## src/rtl/uart_tx_fifo.sv

```systemverilog
// UART transmitter with an internal baud divider, transmit FIFO and runtime parity/stop-bit selection.
// Latency: a word accepted into an empty FIFO while idle drives the start bit (TxD=0) one edge later.
// Backpressure: tx_ready = !full; when full, offered words are ignored and queued words are never overwritten.
//
// Ports:
//   clk, reset          rising-edge clock; synchronous active-high reset
//   tx_data, tx_valid   producer word and its valid; accepted when tx_valid && tx_ready
//   tx_ready            FIFO has room (not full)
//   parity_mode         00 none, 01 even, 10 odd, 11 none; sampled when a frame starts
//   two_stop            1 = two stop bits; sampled when a frame starts
//   TxD                 registered serial output, idle high
//   busy                frame in progress (FSM not idle)
//   tx_done             one-cycle pulse on the last cycle of a frame's final stop bit
//   fifo_count          number of queued words
module uart_tx_fifo #(
  parameter int DATA_BITS    = 8,
  parameter int CLKS_PER_BIT = 16,
  parameter int FIFO_DEPTH   = 4
) (
  input  logic                             clk,
  input  logic                             reset,
  input  logic [DATA_BITS-1:0]             tx_data,
  input  logic                             tx_valid,
  output logic                             tx_ready,
  input  logic [1:0]                       parity_mode,
  input  logic                             two_stop,
  output logic                             TxD,
  output logic                             busy,
  output logic                             tx_done,
  output logic [$clog2(FIFO_DEPTH+1)-1:0]  fifo_count
);

  localparam int AW = $clog2(FIFO_DEPTH);
  localparam int CW = $clog2(FIFO_DEPTH + 1);
  localparam int DW = $clog2(CLKS_PER_BIT);
  localparam int BW = $clog2(DATA_BITS);

  localparam logic [DW-1:0] DIV_LAST = DW'(CLKS_PER_BIT - 1);
  localparam logic [BW-1:0] BIT_LAST = BW'(DATA_BITS - 1);
  localparam logic [CW-1:0] CNT_FULL = CW'(FIFO_DEPTH);

  typedef enum logic [2:0] {
    S_IDLE   = 3'd0,
    S_START  = 3'd1,
    S_DATA   = 3'd2,
    S_PARITY = 3'd3,
    S_STOP   = 3'd4
  } state_t;

  // ---------------------------------------------------------------------------
  // Transmit FIFO: circular buffer with show-ahead head word.
  // ---------------------------------------------------------------------------
  logic [DATA_BITS-1:0] mem [FIFO_DEPTH];
  logic [AW-1:0]        wr_ptr;
  logic [AW-1:0]        rd_ptr;
  logic [CW-1:0]        count_q;
  logic                 fifo_full;
  logic                 fifo_empty;
  logic                 push;
  logic                 pop;
  logic [DATA_BITS-1:0] head;

  assign fifo_full  = (count_q == CNT_FULL);
  assign fifo_empty = (count_q == '0);
  assign push       = tx_valid && !fifo_full;
  assign head       = mem[rd_ptr];

  // Storage needs no reset: an entry is only read after it has been written.
  always_ff @(posedge clk) begin
    if (push) begin
      mem[wr_ptr] <= tx_data;
    end
  end

  // Pointers wrap naturally because the depth is a power of two.
  always_ff @(posedge clk) begin
    if (reset) begin
      wr_ptr  <= '0;
      rd_ptr  <= '0;
      count_q <= '0;
    end else begin
      if (push) begin
        wr_ptr <= wr_ptr + 1'b1;
      end
      if (pop) begin
        rd_ptr <= rd_ptr + 1'b1;
      end
      case ({push, pop})
        2'b10:   count_q <= count_q + 1'b1;
        2'b01:   count_q <= count_q - 1'b1;
        default: count_q <= count_q;
      endcase
    end
  end

  // ---------------------------------------------------------------------------
  // Frame FSM
  // ---------------------------------------------------------------------------
  state_t               state_q,    state_d;
  logic [DW-1:0]        div_q,      div_d;
  logic [BW-1:0]        bit_q,      bit_d;
  logic [DATA_BITS-1:0] shift_q,    shift_d;
  logic                 par_bit_q,  par_bit_d;
  logic                 par_en_q,   par_en_d;
  logic                 two_stop_q, two_stop_d;
  logic                 stop2_q,    stop2_d;
  logic                 txd_q,      txd_d;
  logic                 bit_end;
  logic                 load;
  logic                 done;

  always_comb begin
    state_d    = state_q;
    div_d      = div_q;
    bit_d      = bit_q;
    shift_d    = shift_q;
    par_bit_d  = par_bit_q;
    par_en_d   = par_en_q;
    two_stop_d = two_stop_q;
    stop2_d    = stop2_q;
    txd_d      = txd_q;
    pop        = 1'b0;
    load       = 1'b0;
    done       = 1'b0;

    bit_end = (div_q == DIV_LAST);

    // The divider free-runs inside a frame and restarts at every bit boundary.
    if (bit_end) begin
      div_d = '0;
    end else begin
      div_d = div_q + 1'b1;
    end

    case (state_q)
      S_IDLE: begin
        div_d = '0;
        txd_d = 1'b1;
        load  = !fifo_empty;
      end

      S_START: begin
        if (bit_end) begin
          state_d = S_DATA;
          bit_d   = '0;
          txd_d   = shift_q[0];
        end
      end

      // shift_q[0] is always the bit currently on the line.
      S_DATA: begin
        if (bit_end) begin
          if (bit_q == BIT_LAST) begin
            if (par_en_q) begin
              state_d = S_PARITY;
              txd_d   = par_bit_q;
            end else begin
              state_d = S_STOP;
              stop2_d = 1'b0;
              txd_d   = 1'b1;
            end
          end else begin
            bit_d   = bit_q + 1'b1;
            shift_d = shift_q >> 1;
            txd_d   = shift_q[1];
          end
        end
      end

      S_PARITY: begin
        if (bit_end) begin
          state_d = S_STOP;
          stop2_d = 1'b0;
          txd_d   = 1'b1;
        end
      end

      S_STOP: begin
        txd_d = 1'b1;
        if (bit_end) begin
          if (two_stop_q && !stop2_q) begin
            stop2_d = 1'b1;
          end else begin
            done = 1'b1;
            // Chain straight into the next frame when a word is waiting.
            if (!fifo_empty) begin
              load = 1'b1;
            end else begin
              state_d = S_IDLE;
            end
          end
        end
      end

      default: begin
        state_d = S_IDLE;
        div_d   = '0;
        txd_d   = 1'b1;
      end
    endcase

    // Frame launch: pop the head word and freeze the line configuration so
    // mid-frame changes only affect the following frame.
    if (load) begin
      pop        = 1'b1;
      state_d    = S_START;
      div_d      = '0;
      shift_d    = head;
      par_bit_d  = (^head) ^ (parity_mode == 2'b10);
      par_en_d   = (parity_mode == 2'b01) || (parity_mode == 2'b10);
      two_stop_d = two_stop;
      txd_d      = 1'b0;
    end
  end

  always_ff @(posedge clk) begin
    if (reset) begin
      state_q    <= S_IDLE;
      div_q      <= '0;
      bit_q      <= '0;
      shift_q    <= '0;
      par_bit_q  <= 1'b0;
      par_en_q   <= 1'b0;
      two_stop_q <= 1'b0;
      stop2_q    <= 1'b0;
      txd_q      <= 1'b1;
    end else begin
      state_q    <= state_d;
      div_q      <= div_d;
      bit_q      <= bit_d;
      shift_q    <= shift_d;
      par_bit_q  <= par_bit_d;
      par_en_q   <= par_en_d;
      two_stop_q <= two_stop_d;
      stop2_q    <= stop2_d;
      txd_q      <= txd_d;
    end
  end

  assign TxD        = txd_q;
  assign busy       = (state_q != S_IDLE);
  assign tx_done    = done;
  assign tx_ready   = !fifo_full;
  assign fifo_count = count_q;

endmodule
```

## config.mk

```make
export PLATFORM = sky130hd
export DESIGN_NAME = uart_tx_fifo
export DESIGN_NICKNAME = d
export VERILOG_FILES = /design/src/rtl/uart_tx_fifo.sv
export SDC_FILE = /design/constraint.sdc
export NUM_CORES = 1
export LEC_CHECK = 0
export ABC_CLOCK_PERIOD_IN_PS = 2650
export BUFFER_PORTS_ARGS = -buffer_cell sky130_fd_sc_hd__buf_2
export CAP_MARGIN = 20
export CORE_MARGIN = 2
export CORE_UTILIZATION = 53
export CTS_CLUSTER_SIZE = 24
export DETAILED_ROUTE_END_ITERATION = 6
export PLACE_DENSITY = 0.76
export SYNTH_ARGS = -nofsm -noshare
export SYNTH_HDL_FRONTEND = slang
export SYNTH_SLANG_ARGS = --single-unit
```

## constraint.sdc

```tcl
create_clock -name clk -period 2.65 [get_ports clk]
set_clock_uncertainty 0.1 [all_clocks]
set_input_delay 0.1325 -clock clk [delete_from_list [all_inputs] [get_ports clk]]
set_output_delay 0.1325 -clock clk [all_outputs]
set_load 0.01 [all_outputs]
```

## Word-level counts from Yosys, hierarchy flattened

Memories as Yosys holds them, arrays and structs flattened. A register that Yosys moved wholly into a read port is not among the register bits.
Cells that the tools add are included.

| word-level totals | value |
|---|---|
| bits in registers | 30 |
| RAM bits | 32 |
| input port bits | 14 |
| logic and storage cells | 122 |
| memories kept | 1 |

| operators by class | value |
|---|---|
| add/subtract/negate cells | 6 |
| equal/unequal tests | 30 |
| muxes and demuxes | 45 |
| bitwise operators | 3 |
| reduce and logical (&&, ||, !) cells | 24 |

Memories:

| memory | words | bits a word | rd ports | clocked after Yosys merged registers in | write ports | RTL line | RTL |
|---|---|---|---|---|---|---|---|
| mem | 4 | 8 | 1 | 1 | 1 | 53 | `logic [DATA_BITS-1:0] mem [FIFO_DEPTH];` |

Operators with widths:

| kind | count |
|---|---|
| $mux 3 | 11 |
| $mux 8 | 4 |
| $ne 2x2->1 const B | 12 |
| $mux 1 | 22 |
| $ne 3x3->1 const B | 7 |
| $reduce_and 8->1 | 2 |
| $pmux 3 s5 | 1 |
| $pmux 3 s2 | 2 |
| $eq 3x3->1 const B | 3 |
| $reduce_bool 2->1 | 4 |
| $reduce_or 4->1 | 2 |
| $reduce_xor 8->1 | 1 |
| $reduce_and 7->1 | 1 |
| $add 3x1->3 const B | 2 |
| $eq 3x2->1 const B | 2 |
| $logic_not 3->1 | 2 |
| $pmux 1 s3 | 2 |
| $reduce_and 3->1 | 2 |
| $reduce_bool 3->1 | 2 |
| $add 2x1->2 const B | 2 |
| $add 4x1->4 const B | 1 |
| $eq 2x1->1 const B | 2 |
| $eq 2x2->1 const B | 2 |
| $eq 4x4->1 const B | 1 |
| 11 further kinds | 16 |

## Depth between registers and ports, before layout

Gate-level depths: netlist of run 1.

| logic depth | value |
|---|---|
| word-level depth | 8 |
| depth in mapped cells | 11 |
| gate-level depth less buffers | 10 |

## Worst setup path after synthesis of run 1

OpenSTA, ideal clock, no wires.

| timing | value |
|---|---|
| kind | register -> register |
| start point | register div_q[0] |
| end point | register count_q[2] (netlist: fifo_count[2]) |
| data arrival time | 2.613 ns |
| path slack | -0.134 ns |
| stages on the path, launching flop included | 12 |
| buffers on the path | 1 |
| clock period less this slack | 2.784 ns |
| path through | dfxtp_1 -> ha_1 -> and3_1 -> nand2_1 -> a21oi_2 -> buf_2 -> ha_1 -> inv_1 -> fa_1 -> xor2_1 -> or3_1 -> a21oi_1 |

| on the way | value |
|---|---|
| cells in the longest elaborated chain, start to end | 6 |
| elaborated cells on any way between the ends | 8 |

Ends and longest elaborated chain:

| item | RTL line | RTL |
|---|---|---|
| from (decl) | 100 | `logic [DW-1:0] div_q, div_d;` |
| from (signal assigned) | 229 | `div_q <= div_d;` |
| $eq 4x4->1 * | 126 | `bit_end = (div_q == DIV_LAST);` |
| $mux 1 * | 180 | `if (bit_end) begin` |
| $pmux 1 s2 * | 135 | `case (state_q)` |
| $mux 1 * | 204 | `if (load) begin` |
| $eq 2x1->1 or $eq 2x2->1 (tied branches) | 88 | `case ({push, pop})` |
| $pmux 3 s2 or $reduce_bool 2->1 (tied branches) | -- |  |
| to (signal assigned) | 89 | `2'b10: count_q <= count_q + 1'b1;` |
| to (signal assigned) | 90 | `2'b01: count_q <= count_q - 1'b1;` |
| to (signal assigned) | 91 | `default: count_q <= count_q;` |
| to (decl) | 56 | `logic [CW-1:0] count_q;` |

Mark *: on every way between the ends. The rest lies on a longest branch, timed or not.
A chain may end at the register's enable or synchronous reset.

## Worst setup path in the final report of run 1

Same ends and word-level chain as after synthesis.

==> results of run 1 <==
-- cell families (layout without fill, tap and decap cells) --
| logic type | Yosys count | in the layout | share of synthesized area [%] |
|---|---|---|---|
| AO/OA/AOI/OAI | 47 | 47 | 10.45 |
| XOR/XNOR | 13 | 13 | 4.683 |
| adder cells (fa/ha/maj) | 10 | 10 | 4.597 |
| buffers and inverters | 22 | 63 | 3.252 |
| flip-flops | 64 | 64 | 55.51 |
| multiplexers | 12 | 12 | 8.283 |
| AND/OR/NAND/NOR | 76 | 76 | 13.23 |
-- Yosys cell counts (all sizes together) (2+ instances only) --
library cell	n
a211oi	4
a21oi	16
a22oi	7
and2	5
and3	5
buf	4
clkbuf	8
dfxtp	32
edfxtp	32
ha	9
inv	10
mux2i	4
mux4	8
nand2	19
nand2b	2
nand3	5
nand3b	2
nor2	22
nor3	5
o21a	4
o21ai	8
or3	3
xnor2	6
xor2	6
-- worst max-delay path by stage --
stage / from / to / slack, ns
after global routing: div_q[0] / fifo_count[2] / 0.02
final: div_q[0] / fifo_count[2] / 0.15
after global placement: div_q[0] / fifo_count[2] / 0.24
after CTS: div_q[0] / fifo_count[2] / 0.1
after detailed placement: div_q[0] / fifo_count[2] / 0.13
after floorplan: div_q[0] / fifo_count[2] / 0.02
-- stage by stage --
stage          total power, mW  util, %
4_1_cts                  3.497    65.51
3_3_place_gp             2.559    59.48
6_report                 3.466    65.58
3_5_place_dp             2.588    59.48
2_1_floorplan            2.322        -
5_1_grt                  3.697    65.58
-- cell type report --
type	count	area (µm²)	share of cell area, %
clock buffers	10	127.6	3.762
clock inverters	6	83.83	2.471
inverters	10	37.54	1.107
multi-input cells	158	1201	35.41
flip-flops and latches	64	1602	47.22
well taps	70	87.58	2.582
repair buffers	37	252.7	7.451
-- registers in the layout (all words and copies together) (netlist names), named ones only --
signal / cells
div_q: 4
wr_ptr: 2
rd_ptr: 2
bit_q: 3
shift_q: 8
fifo_count: 3
par_bit_q: 1
state_q: 3
two_stop_q: 1
mem: 32
stop2_q: 1
TxD: 1
par_en_q: 1
-- cells in the final DEF, fill, tap and decap left out, drive strengths merged, types with 2 or more instances in the layout --
cell | Yosys | routed
dlygate4sd3 | 0 | 10
a22oi | 7 | 7
xnor2 | 6 | 6
xor2 | 6 | 6
nand3 | 5 | 5
nand3b | 2 | 2
or3 | 3 | 3
a21oi | 16 | 16
mux4 | 8 | 8
nor2 | 22 | 22
bufinv | 0 | 2
inv | 10 | 10
buf | 4 | 27
and2 | 5 | 5
clkbuf | 8 | 10
nor3 | 5 | 5
and3 | 5 | 5
ha | 9 | 9
clkinv | 0 | 2
nand2b | 2 | 2
edfxtp | 32 | 32
a211oi | 4 | 4
o21ai | 8 | 8
mux2i | 4 | 4
o21a | 4 | 4
nand2 | 19 | 19
dfxtp | 32 | 32
clkinvlp | 0 | 2
-- what timing repair did --
action | CTS | global route
hold buffers | 10 | 0
endpoints found under the hold margin | 34 | 0
resized for setup | 0 | 2
endpoints found under the setup margin | 0 | 1
-- per-layer routing --
layer	share of wire, %	track usage, %
met1	45	23.84
met2	51	30.26
met3	2.9	3.488
met4	0.67	8.036
met5	0	0
-- tightest hold or removal path, delay by kind of cell --
| kind | cells | cell delay, ns |
|---|---|---|
| compound gates | 1 | 0.05 |
| fa+ha+maj | 1 | 0.12 |
| buf+inv | 2 | 0.13 |
-- power groups by stage --
stage	logic, mW	registers [mW]	clock network (mW)
2_1_floorplan	0.988	1.33	0
3_3_place_gp	1.20	1.36	0
3_5_place_dp	1.22	1.37	0
4_1_cts	1.24	1.34	0.909
5_1_grt	1.38	1.37	0.947
6_report	1.24	1.34	0.884
==> results.py, run 1 <==
metrics = {
    "floorplan": {
        "die_y_um": 77.78,
        "die_w_um": 77.78,
        "num_io_pins": 21,
        "core_um2": 5172,
        "initial_core_util_pct": 55.78,
        "rows": 26,
        "die_area_um2": 6050,
    },
    "synth": {
        "synth_top_cell_by_area": "edfxtp_1",
        "synthArstFlopShare_pct": 0,
        "yosysSeqAreaShare_pct": 55.51,
        "synth_area_um2": 2885,
        "ys_ff_latch": 64,
        "avgSynthCellArea_um2": 11.82,
        "yosysTopAreaCellShare_pct": 33.30,
        "synth_enable_flop_cells": 32,
        "synth_fp_nets": 268,
        "syn_inst": 244,
        "yosys_warnings": 0,
        "synth_cell_types": 46,
        "synthFlopType": "edfxtp_1",
        "synth_area_leaders": "edfxtp_1 33%, dfxtp_1 22%, mux4_1 4.6%, ha_1 3.9%, nor2_1 2.9%",
    },
    "routing": {
        "postRouteAntennaNets": 0,
        "drtIter0Drc": 85,
        "dr.pass1.iters": 4,
        "drt-total-wl_um": 5055,
        "wl_per_cell_um": 14.24,
        "viasPerCell": 5.262,
        "vias": 1868,
        "route.detailed.drc": 0,
    },
    "critical_path": {
        "cp-end-kind": "flip-flop",
        "reg2reg_depth": 10,
        "rrSetupSlack_ns": 0.15,
        "rr_startpoint": "div_q[0]",
        "cp_num_cells": 10,
        "start_kind": "flip-flop",
        "path_class": "reg -> reg",
        "cp.required_ns": 2.81,
        "slowest_delay_ns": 0.37,
        "timing.rr.end": "fifo_count[2]",
        "worstPathMaxFanout": 5,
        "crit_slowest_cell": "fa_1",
        "critPathTopFamily": "adder cells",
        "critPathArrivalTime_ns": 2.65,
        "path_cells": "ha_2, and3_2, nand2_1, a21oi_4, ha_1, inv_1, fa_1, xor2_1, or3_1, a21oi_1",
        "path_buf_inv": 1,
    },
    "place": {
        "dpl.cell_count": 329,
        "post-place-ws_ns": 0.1297,
        "dp.final_hpwl_um": 3433,
        "portBuffers": 20,
        "gp_congestion": 0.8820,
        "dpl_cell_area_um2": 3077,
    },
    "cells_and_area": {
        "antenna_cells": 0,
        "final_nets": 304,
        "nFillCells": 406,
        "final_area_um2": 3392,
        "drive_above_1_share_pct": 17.54,
        "instances_no_fill": 355,
        "areaGrowthSynthToFinish_pct": 17.56,
    },
    "grt": {
        "grt.total_usage_pct": 18.44,
        "antenna_found_initial": 0,
        "grt_pass1_wl_um": 8597,
        "grt_max_degree": 26,
        "grt_pass1_vias": 1809,
        "gr-total-overflow": 0,
    },
    "clock_network": {
        "cts_tree": "built",
        "clkSinkCount": 64,
        "clkLatencyLatePin_ns": 0.33,
        "cts_max_level": 3,
        "root_buffer": "clkbuf_8",
        "cts_buffer_depth": 2,
        "clk_pin_slew_ns": 0.07,
        "cts_buffers": 9,
        "post-cts-setup-buffers": 0,
    },
    "min_path": {
        "worstHoldEndpoint": "par_en_q",
        "worstHoldStart": "parity_mode[0]",
        "hold_depth": 4,
        "hp-class": "in -> reg",
    },
    "timing": {
        "slew_headroom_pct": 61.28,
        "min_period_ns": 2.498,
        "maxSlewViolCount": 0,
        "fin_crit_sh_pct": 94.25,
        "fmax_mhz": 400.4,
        "rsz0062_at_grt": "false",
        "fin_ws_ns": 0.1524,
        "timing.hold.ws_ns": 0.06335,
        "setup_tns_ns": 0,
        "setup_viol": 0,
        "hold_violations": 0,
        "worst_pin_slew_ns": 0.5808,
    },
    "flow_run": {
        "maxCapViolCount": 0,
    },
    "pwr": {
        "switching_share_pct": 32.65,
        "p_comb_share_pct": 35.7,
        "power.density_nw_per_um2": 1022,
        "ir_worst_vdd_mv": 0.4918,
        "netSwitchingPower_mw": 1.132,
        "p_int_mw": 2.334,
        "p_leak_nw": 1.274,
        "pwr-share-clk_pct": 25.5,
        "seqPwrFrac_pct": 38.8,
    },
    "status": {
        "status": "completed",
    },
}
No activity file was read; power rests on OpenSTA's default activity.
==> run 2, diff against run 1 <==
Settings changed: CTS_BUF_LIST set to sky130_fd_sc_hd__clkbuf_4 sky130_fd_sc_hd__clkbuf_8 sky130_fd_sc_hd__clkbuf_16, TNS_END_PERCENT set to 20.
==> run 2 against run 1 <==
  * Count of clock-buffer cells in the layout did not move
  * Worst setup slack got worse by 0.0014 ns
  * Largest power group unchanged
  * Utilization is 0.073 points higher
  * First-iteration DRC count increased by 18%
  * Routed wire length is essentially flat
  * Via count up 0.91%
  * Register-to-register slack about the same
  * Sequential share of layout area shrank 0.052 points
  * Die area unchanged
  * Clock power grew 1%
==> results.py, run 2 (synthesis gave the netlist of run 1 again) <==
metrics = {
    "status": {
        "status": "completed",
    },
    "timing": {
        "worst_pin_slew_ns": 0.5762,
        "setup_tns_ns": 0,
        "rsz0062_at_grt": "false",
        "fin_crit_sh_pct": 94.30,
        "fmax_mhz": 400.2,
        "maxSlewViolCount": 0,
        "slew_headroom_pct": 61.59,
        "min_period_ns": 2.499,
        "hold_violations": 0,
        "setup_viol": 0,
    },
    "floorplan": {
        "rows": 26,
        "core_um2": 5172,
        "die_y_um": 77.78,
        "die_area_um2": 6050,
        "num_io_pins": 21,
        "initial_core_util_pct": 55.78,
        "die_w_um": 77.78,
    },
    "critical_path": {
        "worstPathMaxFanout": 5,
        "path_class": "reg -> reg",
        "critical_path.startpoint": "div_q[0]",
        "rr_startpoint": "div_q[0]",
        "cp-end-kind": "flip-flop",
        "start_kind": "flip-flop",
        "cp.required_ns": 2.81,
        "critPathArrivalTime_ns": 2.66,
    },
    "clock_network": {
        "root_buffer": "clkbuf_8",
        "clk_pin_slew_ns": 0.07,
        "cts_buffer_depth": 2,
        "cts_buffers": 9,
        "clkLatencyLatePin_ns": 0.33,
        "cts_max_level": 3,
        "post-cts-setup-buffers": 0,
        "cts_tree": "built",
        "clkSinkCount": 64,
    },
    "min_path": {
        "worstHoldStart": "parity_mode[0]",
        "hp-class": "in -> reg",
    },
    "routing": {
        "drt-total-wl_um": 5056,
        "wl_per_cell_um": 14.24,
        "dr.pass1.iters": 5,
        "vias": 1885,
        "route.detailed.drc": 0,
        "drtIter0Drc": 100,
        "postRouteAntennaNets": 0,
        "viasPerCell": 5.310,
    },
    "pwr": {
        "totalPowerFinal_mw": 3.476,
        "p_leak_nw": 1.278,
        "ir_worst_vdd_mv": 0.4925,
        "power.density_nw_per_um2": 1024,
    },
    "grt": {
        "gr-total-overflow": 0,
        "use_met3_pct": 3.488,
        "met2_usage_pct": 30.26,
        "grt_busiest_layer": "met2",
        "use_met1_pct": 23.84,
        "grt_max_degree": 26,
        "antenna_found_initial": 0,
        "grt_pass1_vias": 1808,
        "grt_pass1_wl_um": 8590,
        "grt.total_usage_pct": 18.44,
    },
    "place": {
        "dpl.cell_count": 329,
        "dp.final_hpwl_um": 3433,
        "dpl_cell_area_um2": 3077,
        "portBuffers": 20,
        "gp_congestion": 0.8820,
    },
    "cells_and_area": {
        "instances_no_fill": 355,
        "areaGrowthSynthToFinish_pct": 17.69,
        "drive_above_1_share_pct": 17.89,
        "largest_reg_flops": 32,
        "final_nets": 304,
        "top_register": "mem",
        "final_area_um2": 3396,
        "reg_top3": "mem: 32 flops, shift_q: 8 flops, div_q: 4 flops",
        "antenna_cells": 0,
        "final_cell_mix": "32 x dfxtp_1, 32 x edfxtp_1, 22 x nor2_1",
        "utilization_pct": 65.65,
    },
    "flow_run": {
        "maxCapViolCount": 0,
    },
}
==> run 2: changes by cell type in the layout (fill, tap and decap cells not counted) <==
cell,delta
clkbuf_1,-1
clkbuf_4,+1
==> run 2: worst paths after layout <==
path / end / slack (ns) / cells past startpoint
setup / recovery: fifo_count[2] / 0.15 / 10
hold / removal: par_en_q / 0.06 / 4
setup reg to reg: fifo_count[2] / 0.15 / 10
hold reg to reg: div_q[0] / 0.35 / 1
==> run 2: worst max-delay path, stage by stage, from the launching register on <==
cell,delay [ns]
dfxtp_1,0.35
ha_2,0.22
and3_2,0.24
nand2_1,0.11
a21oi_4,0.14
ha_1,0.19
inv_1,0.06
fa_1,0.37
xor2_1,0.17
or3_1,0.32
a21oi_1,0.15
==> run 2: cell type report <==
type	count	area [µm²]
clock buffers	10	131.4
repair buffers	37	252.7
well taps	70	87.58
inverters	10	37.54
flip-flops and latches	64	1602
fillers	408	1777
clock inverters	6	83.83
multi-input cells	158	1201
==> run 2: stage by stage <==
step	hold WS, ns	setup WS [ns]
2_1_floorplan	0.1314	0.01523
3_3_place_gp	0.2443	0.2428
3_5_place_dp	0.2514	0.1297
4_1_cts	0.04733	0.09876
5_1_grt	0.09766	0.01671
6_report	0.05936	0.1510
==> run 2: where the power goes <==
group	leakage [nW]	internal, mW	switching [mW]
clock network	0.103	0.535	0.362
registers	0.555	1.22	0.119
logic	0.619	0.585	0.651
total	1.28	2.34	1.13
==> run 2: what timing repair did <==
action,4_1_cts,5_1_grt
hold buffers,10,0
gates resized for setup,0,2
hold endpoints to repair,34,0
setup endpoints to repair,0,1
==> run 2: routing by layer <==
metal | part of all wire [%] | vias to the layer above
met4 | 0.53 | 0
li1 | - | 967
met3 | 2.8 | 4
met2 | 52 | 32
met1 | 45 | 882
met5 | 0 | -
